`src/rtl/mem_port.sv`:
```
// -----------------------------------------------------------------------------
// mem_port
//   Data-memory access stage that sits behind the control sequencer. It
//   turns a load/store code plus a byte address into a single req/ack
//   transaction on a 32-bit word-addressed bus. It also returns aligned and
//   extended load data to the register write-data mux.
//
// Optional feature (macro MEM_PORT_TIMEOUT_EN):
//   When the macro is defined, a wait counter abandons a transaction that has
//   not been acknowledged within TIMEOUT_CYCLES REQ cycles. The abandon is
//   reported with a one-cycle bus_err pulse. When the macro is undefined,
//   REQ waits indefinitely and bus_err is tied to 0.
//
// Ports:
//   clk          system clock
//   reset        synchronous active-high reset
//   addr         byte address of the access
//   wdata        store data, right-aligned
//   read_op      LB=000 LH=001 LW=010 LBU=100 LHU=101, others = no load
//   write_op     SB=00 SH=01 SW=10 SNONE=11
//   rdata        extended load result (held between loads)
//   busy         access in progress (combinational)
//   misaligned   one-cycle pulse when an access is rejected for alignment
//   bus_req      transaction request
//   bus_we       1 = write
//   bus_addr     word address (addr[31:2])
//   bus_be       byte enables
//   bus_wdata    lane-replicated write data
//   bus_rdata    read data, valid with bus_ack
//   bus_ack      slave completion
//   bus_err      one-cycle timeout pulse (feature only)
// -----------------------------------------------------------------------------
module mem_port #(
    parameter int TIMEOUT_CYCLES = 255
) (
    input  logic        clk,
    input  logic        reset,
    input  logic [31:0] addr,
    input  logic [31:0] wdata,
    input  logic [2:0]  read_op,
    input  logic [1:0]  write_op,
    output logic [31:0] rdata,
    output logic        busy,
    output logic        misaligned,
    output logic        bus_req,
    output logic        bus_we,
    output logic [29:0] bus_addr,
    output logic [3:0]  bus_be,
    output logic [31:0] bus_wdata,
    input  logic [31:0] bus_rdata,
    input  logic        bus_ack,
    output logic        bus_err
);

    typedef enum logic [1:0] {
        ST_IDLE = 2'd0,
        ST_REQ  = 2'd1,
        ST_DONE = 2'd2
    } state_t;

    // Access size encoding shared by loads and stores. It equals write_op for
    // stores and read_op[1:0] for loads.
    localparam logic [1:0] SZ_BYTE = 2'b00;
    localparam logic [1:0] SZ_HALF = 2'b01;
    localparam logic [1:0] SZ_WORD = 2'b10;

    // Byte enables for an access of the given size at the given byte offset.
    function automatic logic [3:0] be_for(input logic [1:0] size, input logic [1:0] lo);
        logic [3:0] be;
        case (size)
            SZ_BYTE: be = 4'b0001 << lo;
            SZ_HALF: be = lo[1] ? 4'b1100 : 4'b0011;
            SZ_WORD: be = 4'b1111;
            default: be = 4'b0000;
        endcase
        return be;
    endfunction

    // Alignment check: halves need an even address and words need a multiple of four.
    function automatic logic misaligned_for(input logic [1:0] size, input logic [1:0] lo);
        logic bad;
        case (size)
            SZ_HALF: bad = lo[0];
            SZ_WORD: bad = (lo != 2'b00);
            default: bad = 1'b0;
        endcase
        return bad;
    endfunction

    // Replicate store data across all lanes, so the slave only needs bus_be.
    function automatic logic [31:0] store_lanes(input logic [1:0] size, input logic [31:0] wd);
        logic [31:0] lanes;
        case (size)
            SZ_BYTE: lanes = {4{wd[7:0]}};
            SZ_HALF: lanes = {2{wd[15:0]}};
            SZ_WORD: lanes = wd;
            default: lanes = 32'h0000_0000;
        endcase
        return lanes;
    endfunction

    // Pick the addressed lane out of the bus word and extend it for the load type.
    function automatic logic [31:0] load_extract(input logic [2:0] op, input logic [1:0] lane,
                                                 input logic [31:0] d);
        logic [7:0]  b;
        logic [15:0] h;
        logic [31:0] r;
        case (lane)
            2'd0:    b = d[7:0];
            2'd1:    b = d[15:8];
            2'd2:    b = d[23:16];
            2'd3:    b = d[31:24];
            default: b = d[7:0];
        endcase
        h = lane[1] ? d[31:16] : d[15:0];
        case (op)
            3'b000:  r = {{24{b[7]}}, b};
            3'b001:  r = {{16{h[15]}}, h};
            3'b010:  r = d;
            3'b100:  r = {24'h00_0000, b};
            3'b101:  r = {16'h0000, h};
            default: r = d;
        endcase
        return r;
    endfunction

    state_t      state_r;
    logic [1:0]  lane_r;
    logic [2:0]  rop_r;

    logic        read_present_s;
    logic        write_present_s;
    logic        op_present_s;
    logic [1:0]  size_s;
    logic        misalign_s;
    logic        busy_s;

`ifdef MEM_PORT_TIMEOUT_EN
    localparam int CNT_RAW = $clog2(TIMEOUT_CYCLES + 1);
    localparam int CNT_W   = (CNT_RAW < 8) ? 8 : ((CNT_RAW > 16) ? 16 : CNT_RAW);
    logic [CNT_W-1:0] wait_cnt_r;
`endif

    // Decode the presented op. When a store and a load are both present, the store wins.
    always_comb begin
        read_present_s  = !((read_op == 3'b011) || (read_op == 3'b110) || (read_op == 3'b111));
        write_present_s = (write_op != 2'b11);
        op_present_s    = read_present_s || write_present_s;
        if (write_present_s) begin
            size_s = write_op;
        end else begin
            size_s = read_op[1:0];
        end
        if (op_present_s) begin
            misalign_s = misaligned_for(size_s, addr[1:0]);
        end else begin
            misalign_s = 1'b0;
        end
    end

    // busy is raised in the same cycle an op is presented, so the sequencer
    // stalls before the request register has been loaded.
    always_comb begin
        busy_s = 1'b0;
        case (state_r)
            ST_IDLE: begin
                if (op_present_s) begin
                    busy_s = 1'b1;
                end else begin
                    busy_s = 1'b0;
                end
            end
            ST_REQ:  busy_s = 1'b1;
            ST_DONE: busy_s = 1'b0;
            default: busy_s = 1'b0;
        endcase
    end

    assign busy = busy_s;

    // Transaction FSM with registered bus fields, load result and status pulses.
    always_ff @(posedge clk) begin
        if (reset) begin
            state_r    <= ST_IDLE;
            rdata      <= 32'h0000_0000;
            bus_req    <= 1'b0;
            bus_we     <= 1'b0;
            bus_addr   <= 30'h0000_0000;
            bus_be     <= 4'b0000;
            bus_wdata  <= 32'h0000_0000;
            misaligned <= 1'b0;
            bus_err    <= 1'b0;
            lane_r     <= 2'b00;
            rop_r      <= 3'b000;
`ifdef MEM_PORT_TIMEOUT_EN
            wait_cnt_r <= '0;
`endif
        end else begin
            misaligned <= 1'b0;
            bus_err    <= 1'b0;
            case (state_r)
                ST_IDLE: begin
                    if (op_present_s && misalign_s) begin
                        // Rejected accesses never reach the bus.
                        misaligned <= 1'b1;
                    end else if (op_present_s) begin
                        bus_req   <= 1'b1;
                        bus_we    <= write_present_s;
                        bus_addr  <= addr[31:2];
                        bus_be    <= be_for(size_s, addr[1:0]);
                        bus_wdata <= write_present_s ? store_lanes(size_s, wdata) : 32'h0000_0000;
                        lane_r    <= addr[1:0];
                        rop_r     <= read_op;
`ifdef MEM_PORT_TIMEOUT_EN
                        wait_cnt_r <= '0;
`endif
                        state_r   <= ST_REQ;
                    end else begin
                        state_r <= ST_IDLE;
                    end
                end
                ST_REQ: begin
                    if (bus_ack) begin
                        bus_req <= 1'b0;
                        if (!bus_we) begin
                            rdata <= load_extract(rop_r, lane_r, bus_rdata);
                        end else begin
                            rdata <= rdata;
                        end
                        state_r <= ST_DONE;
`ifdef MEM_PORT_TIMEOUT_EN
                    end else if (wait_cnt_r == CNT_W'(TIMEOUT_CYCLES - 1)) begin
                        // This is the last unacknowledged cycle, so abandon the transaction.
                        bus_req <= 1'b0;
                        bus_err <= 1'b1;
                        state_r <= ST_DONE;
                    end else begin
                        wait_cnt_r <= wait_cnt_r + CNT_W'(1);
                        state_r    <= ST_REQ;
                    end
`else
                    end else begin
                        state_r <= ST_REQ;
                    end
`endif
                end
                ST_DONE: begin
                    // Spend one cycle here, so an op that is still presented is not re-issued.
                    state_r <= ST_IDLE;
                end
                default: begin
                    bus_req <= 1'b0;
                    state_r <= ST_IDLE;
                end
            endcase
        end
    end

endmodule

```
`config.mk`:
```
export PLATFORM = sky130hd
export DESIGN_NAME = mem_port
export DESIGN_NICKNAME = d
export VERILOG_FILES = /design/src/rtl/mem_port.sv
export SDC_FILE = /design/constraint.sdc
export NUM_CORES = 1
export LEC_CHECK = 0
export BUFFER_PORTS_ARGS = -buffer_cell sky130_fd_sc_hd__buf_2
export CORE_MARGIN = 10
export CORE_UTILIZATION = 43
export DETAILED_ROUTE_END_ITERATION = 8
export PLACE_DENSITY = 0.76
export REMOVE_ABC_BUFFERS = 1
export SLEW_MARGIN = 20
export SYNTH_ARGS = -nofsm -noshare
export SYNTH_HDL_FRONTEND = slang
export SYNTH_SLANG_ARGS = --single-unit
export TNS_END_PERCENT = 30
```
`constraint.sdc`:
```
create_clock -name clk -period 2 [get_ports clk]
set_input_delay 0.1 -clock clk [delete_from_list [all_inputs] [get_ports clk]]
set_output_delay 0.1 -clock clk [all_outputs]
set_load 0.005 [all_outputs]
```
[Word-level counts from Yosys, hierarchy flattened]
Index checks and enable logic that the tools add are counted.
Operators by class
  mux-type cells: 21
  shifts and indexed selects: 1
  equal/unequal tests: 17
  bitwise gates (word level): 4
  reductions and logical operators: 14
Operators with widths (number)
  32-bit one-hot mux with 4 select lines: 1
  32-bit one-hot mux with 3 select lines: 1
  32-bit two-way mux: 1
  8-bit one-hot mux with 4 select lines: 1
  16-bit two-way mux: 1
  3-bit equality test (second input constant): 4
  4-bit one-hot mux with 3 select lines: 1
  2-bit equality test (second input constant): 4
  2-bit != test (second input constant): 4
  1-bit two-way mux: 7
  2-bit by 1-bit equality test with 1-bit output (second input constant): 3
  2-bit zero test: 3
  2-bit two-way mux: 3
  3-bit AND reduction: 2
  4-bit two-way mux: 1
  1-bit NOT: 4
  1-bit one-hot mux with 2 select lines: 2
  2-bit one-hot mux with 2 select lines: 1
  4-bit AND reduction: 1
  1-bit by 2-bit left shift with 4-bit output (first input constant): 1
  3-bit by 1-bit equality test with 1-bit output (second input constant): 1
  3-bit by 2-bit equality test with 1-bit output (second input constant): 1
  3-bit zero test: 1
  1-bit logical OR: 3
  5 further kinds: 5
Word-level totals
  word-level logic and storage cells: 67
  output and inout port bits: 103
  bits of input ports: 104
  register bits after elaboration: 108

[Longest topological paths before layout]
  depth in word-level cells: 9
  mapped depth: 10
  mapped depth without buffers: 8

[Worst setup path before layout]
Ideal clock, no wire load.
  path kind: in2reg
  from: input port read_op[1]
  to: register bus_wdata[2]
  setup time: 0.117 ns
  slack: -0.098 ns
  buffers on the path: 2
  data required time: 1.883 ns
  arrival: 1.981 ns
  cell stages on the path: 10
  path through: inv_1 -> a21oi_1 -> inv_1 -> ha_1 -> or2_1 -> buf_2 -> a311oi_4 -> a21oi_1 -> buf_2 -> a22o_1
On the way
  longest elaborated chain between the ends: 9
  elaborated cells on any way between the ends: 18
  those cells by class: eq/ne: 5; mux: 5; bitwise: 1; reduce/logical: 7
RTL lines
  from (decl): line 40  | input logic [2:0] read_op,
  3-bit by 2-bit equality test with 1-bit output or 3-bit equality test (tied branches): line 146  | read_present_s = !((read_op == 3'b011) || (read_op == 3'b110) || (read_op == 3'b111));
  1-bit logical OR (2 in a row): line 146
  1-bit zero test: line 146
  1-bit logical OR: line 148  | op_present_s = read_present_s || write_present_s;
  1-bit two-way mux: line 154  | if (op_present_s) begin
  1-bit logical AND: line 203  | if (op_present_s && misalign_s) begin
  1-bit NOT (no source line)
  3-bit AND reduction (no source line)
  to (signal assigned): line 211  | bus_wdata <= write_present_s ? store_lanes(size_s, wdata) : 32'h0000_0000;
  to (decl): line 49  | output logic [31:0] bus_wdata,
Several ways; a longest one is shown, not always the timed one.
A chain may end at the register's enable or synchronous reset.

[Worst setup path after layout]
  from: input port write_op[1]
  to: register bus_addr[25]
On the way
  longest elaborated chain between the ends: 8
  elaborated cells on any way between the ends: 10
  those cells by class: eq/ne: 3; mux: 3; bitwise: 1; reduce/logical: 3
RTL lines
  from (decl): line 41  | input logic [1:0] write_op,
  2-bit != test: line 147  | write_present_s = (write_op != 2'b11);
  2-bit two-way mux: line 149  | if (write_present_s) begin
  2-bit equality test or 2-bit by 1-bit equality test with 1-bit output (tied branches): line 82  | case (size)
  1-bit one-hot mux with 2 select lines: line 82
  1-bit two-way mux: line 154
  1-bit logical AND: line 203
  1-bit NOT (no source line)
  3-bit AND reduction (no source line) (*)
  to (signal assigned): line 209  | bus_addr <= addr[31:2];
  to (decl): line 47  | output logic [29:0] bus_addr,
Every way passes the cells marked *; elsewhere a longest branch is shown, timed or not.

==> flow_metrics.py <==
metrics = {
    "timing": {
        "hold_viol": 0,
        "clock.fmax_mhz": 551.2,
        "skew_ns": 0.01022,
        "min_period_over_period_pct": 90.72,
        "finalSetupViolations": 0,
        "setup_slack_ns": 0.1856,
        "rsz0062_at_grt": "false",
        "slew_violations": 0,
        "period_needed_ns": 1.814,
        "slew_headroom_pct": 62.94,
        "worstMarginPinSlew_ns": 0.5559,
    },
    "clock_tree": {
        "clk_pin_slew_ns": 0.11,
        "clock_latency_ns": 0.38,
        "h-tree-depth": 3,
        "cts_buffers": 9,
        "cts_root_buf": "clkbuf_8",
        "post_cts_resized": 0,
        "cts_sinks": 108,
        "cts_setup_buffers": 0,
        "hold_buffers": 52,
        "cts_buffer_depth": 2,
        "cts_tree": "done",
    },
    "final_layout": {
        "nets": 901,
        "fillers": 873,
        "multiInputGateArea_um2": 2391,
        "drive_gt1_share_pct": 34.71,
        "seq_area_um2": 2162,
        "instances_no_fill": 942,
        "design_area_um2": 6860,
        "final_core_utilization_pct": 63.28,
        "syn2layout_area_growth_pct": 43.80,
    },
    "worst_setup_path": {
        "cp.required_ns": 2.30,
        "worstSetupStartpoint": "write_op[1]",
        "setup.worst_path.start_class": "primary input",
        "critPathCaptureType": "flip-flop",
        "crit_type": "in2reg",
        "cp_max_fo": 24,
        "arrival_ns": 2.12,
        "r2r-start": "state_r[1]$_SDFFE_PP0P_",
    },
    "route": {
        "dr.pass1.iters": 6,
        "num_vias": 5377,
        "drc_errors": 0,
        "routed_wl_mm": 17.55,
        "via_per_inst": 5.708,
        "wl_per_cell_um": 18.63,
        "drtIter0Drc": 516,
        "ant_nets": 0,
    },
    "pwr": {
        "p_clk_share_pct": 26.4,
        "p_leak_nw": 2.994,
        "power.density_nw_per_um2": 776.6,
        "p_total_mw": 5.328,
        "p_sw_mw": 1.687,
        "internal_power_mw": 3.641,
        "ir_drop_mv": 0.4023,
        "switching_share_pct": 31.67,
        "p_seq_share_pct": 46.7,
        "p_comb_share_pct": 26.9,
    },
    "placement": {
        "gp_routability_congestion": 0.8605,
        "place_inst": 870,
        "io_buffers": 205,
        "pre_cts_ws_ns": -0.1661,
        "place_area_um2": 6123,
        "place_hpwl_mm": 12.14,
    },
    "grt": {
        "grt_max_degree": 45,
        "grt_pass1_wl_mm": 27.74,
        "antenna_found_initial": 4,
        "grt_overflow": 0,
        "track_usage_pct": 20.93,
        "grt_pass1_vias": 5464,
    },
    "floorplanning": {
        "fp.dieW_um": 125.3,
        "dieArea_um2": 15710,
        "start_util_pct": 44.01,
        "die_h_um": 125.3,
        "fp.coreArea_um2": 10840,
        "io-pin-count": 207,
        "rows": 38,
    },
    "synthesis": {
        "ys_seq_elements": 108,
        "yosysTopAreaCell": "dfxtp_1",
        "synth_edf_count": 0,
        "syn_area_um2": 4771,
        "synth.area.top_cells": "dfxtp_1 (45%), a21oi_1 (5.4%), a211oi_1 (5.4%)",
        "yosysMostFrequentCell": "dfxtp_1",
        "synth-seq-area-share_pct": 45.32,
        "syn_inst": 541,
        "ys_warn_count": 0,
        "synthTopCellsByCount": "dfxtp_1 (108), a21oi_1 (51), nand3_1 (48), o21ai_0 (48), clkbuf_1 (45)",
        "synthArstFlopShare_pct": 0,
        "synthFlopType": "dfxtp_1",
        "syn_avg_cell_area_um2": 8.819,
        "synth.top_cell.area_share_pct": 45.32,
        "synth_cell_types": 46,
    },
    "min_path": {
        "hp-class": "in2reg",
        "holdCritStartpoint": "bus_rdata[30]",
    },
    "flow_run": {
        "max_cap_viol_count": 0,
    },
    "status": {
        "status": "complete, no violations",
    },
}
[registers in the layout, indices dropped and copies added, names as in the netlist, 2 cells and up]
register,flops
lane_r,2
rop_r,3
bus_wdata,32
rdata,32
state_r,2
bus_be,4
bus_addr,30
[logic make-up after synthesis]
group | after synthesis | share of synthesized area, %
AO/OA/AOI/OAI | 217 | 31.05
AND/OR/NAND/NOR | 139 | 14.66
flip-flops | 108 | 45.32
buffers and inverters | 60 | 4.983
multiplexers | 12 | 2.859
adder cells (fa/ha/maj) | 4 | 1.049
other | 1 | 0.07860
[final cells by class]
class / instances / area share (%)
Sequential cell: 108 / 31.52
Multi-Input combinational cell: 373 / 34.85
Tap cell: 140 / 2.553
Inverter: 6 / 0.3283
Clock inverter: 7 / 1.185
Antenna cell: 4 / 0.1459
Timing Repair Buffer: 295 / 27.61
Clock buffer: 9 / 1.806
[worst max-delay path, stage by stage]
cell      delay [ns]
buf_2           0.11
inv_1           0.06
o21a_1          0.17
inv_1           0.07
ha_1            0.23
or2_1           0.29
a311oi_4        0.38
buf_4           0.24
buf_12          0.17
nand3_1         0.10
a21oi_1         0.18
[placed cells by master, fill, tap and decap left out, types with 7 or more instances in the layout]
| cell | count |
|---|---|
| dfxtp_1 | 108 |
| a22o_1 | 10 |
| a22oi_1 | 16 |
| nand2_1 | 21 |
| a211oi_1 | 34 |
| a21oi_1 | 50 |
| buf_2 | 205 |
| nand3b_1 | 8 |
| nand2b_1 | 7 |
| dlygate4sd3_1 | 52 |
| clkbuf_8 | 9 |
| buf_4 | 33 |
| mux2i_1 | 8 |
| o21ai_0 | 48 |
| a222oi_1 | 8 |
| nor2_1 | 34 |
| nand3_1 | 48 |
| o2bb2ai_1 | 24 |
[per-layer routing]
layer	global-route usage [%]	part of all wire, %	vias to the layer above	wire length, um
li1	-	-	2532	-
met1	23.78	40	2506	7098
met2	34.31	47	292	8327
met3	7.182	9.0	47	1572
met4	10.57	3.1	0	549
met5	0	0	-	0
[worst paths after layout]
kind	end	slack, ns	depth (start not counted)
worst max-delay path	bus_addr[25]$_SDFFE_PP0P_	0.19	11
worst min-delay path	rdata[30]$_SDFFE_PP0P_	0.02	3
worst max register to register	bus_addr[25]$_SDFFE_PP0P_	0.21	6
worst min register to register	bus_wdata[22]$_SDFFE_PP0P_	0.47	1
[stage by stage]
stage	setup TNS, ns	hold WS, ns
after global placement	-0.7004	0.3526
after global routing	0	0.01068
after detailed placement	-4.825	0.3582
after floorplan	-122.56	0.1691
final	0	0.01810
after CTS	0	0.003512
[power by group through the flow]
stage / Sequential (mW) / Combinational (mW) / Clock, mW
after CTS: 2.48 / 1.42 / 1.43
after global routing: 2.51 / 1.57 / 1.51
after global placement: 2.52 / 1.30 / 0
after floorplan: 2.56 / 0.594 / 0
final: 2.49 / 1.43 / 1.41
after detailed placement: 2.53 / 1.34 / 0
Note: power is estimated with default switching activity, not from simulation.
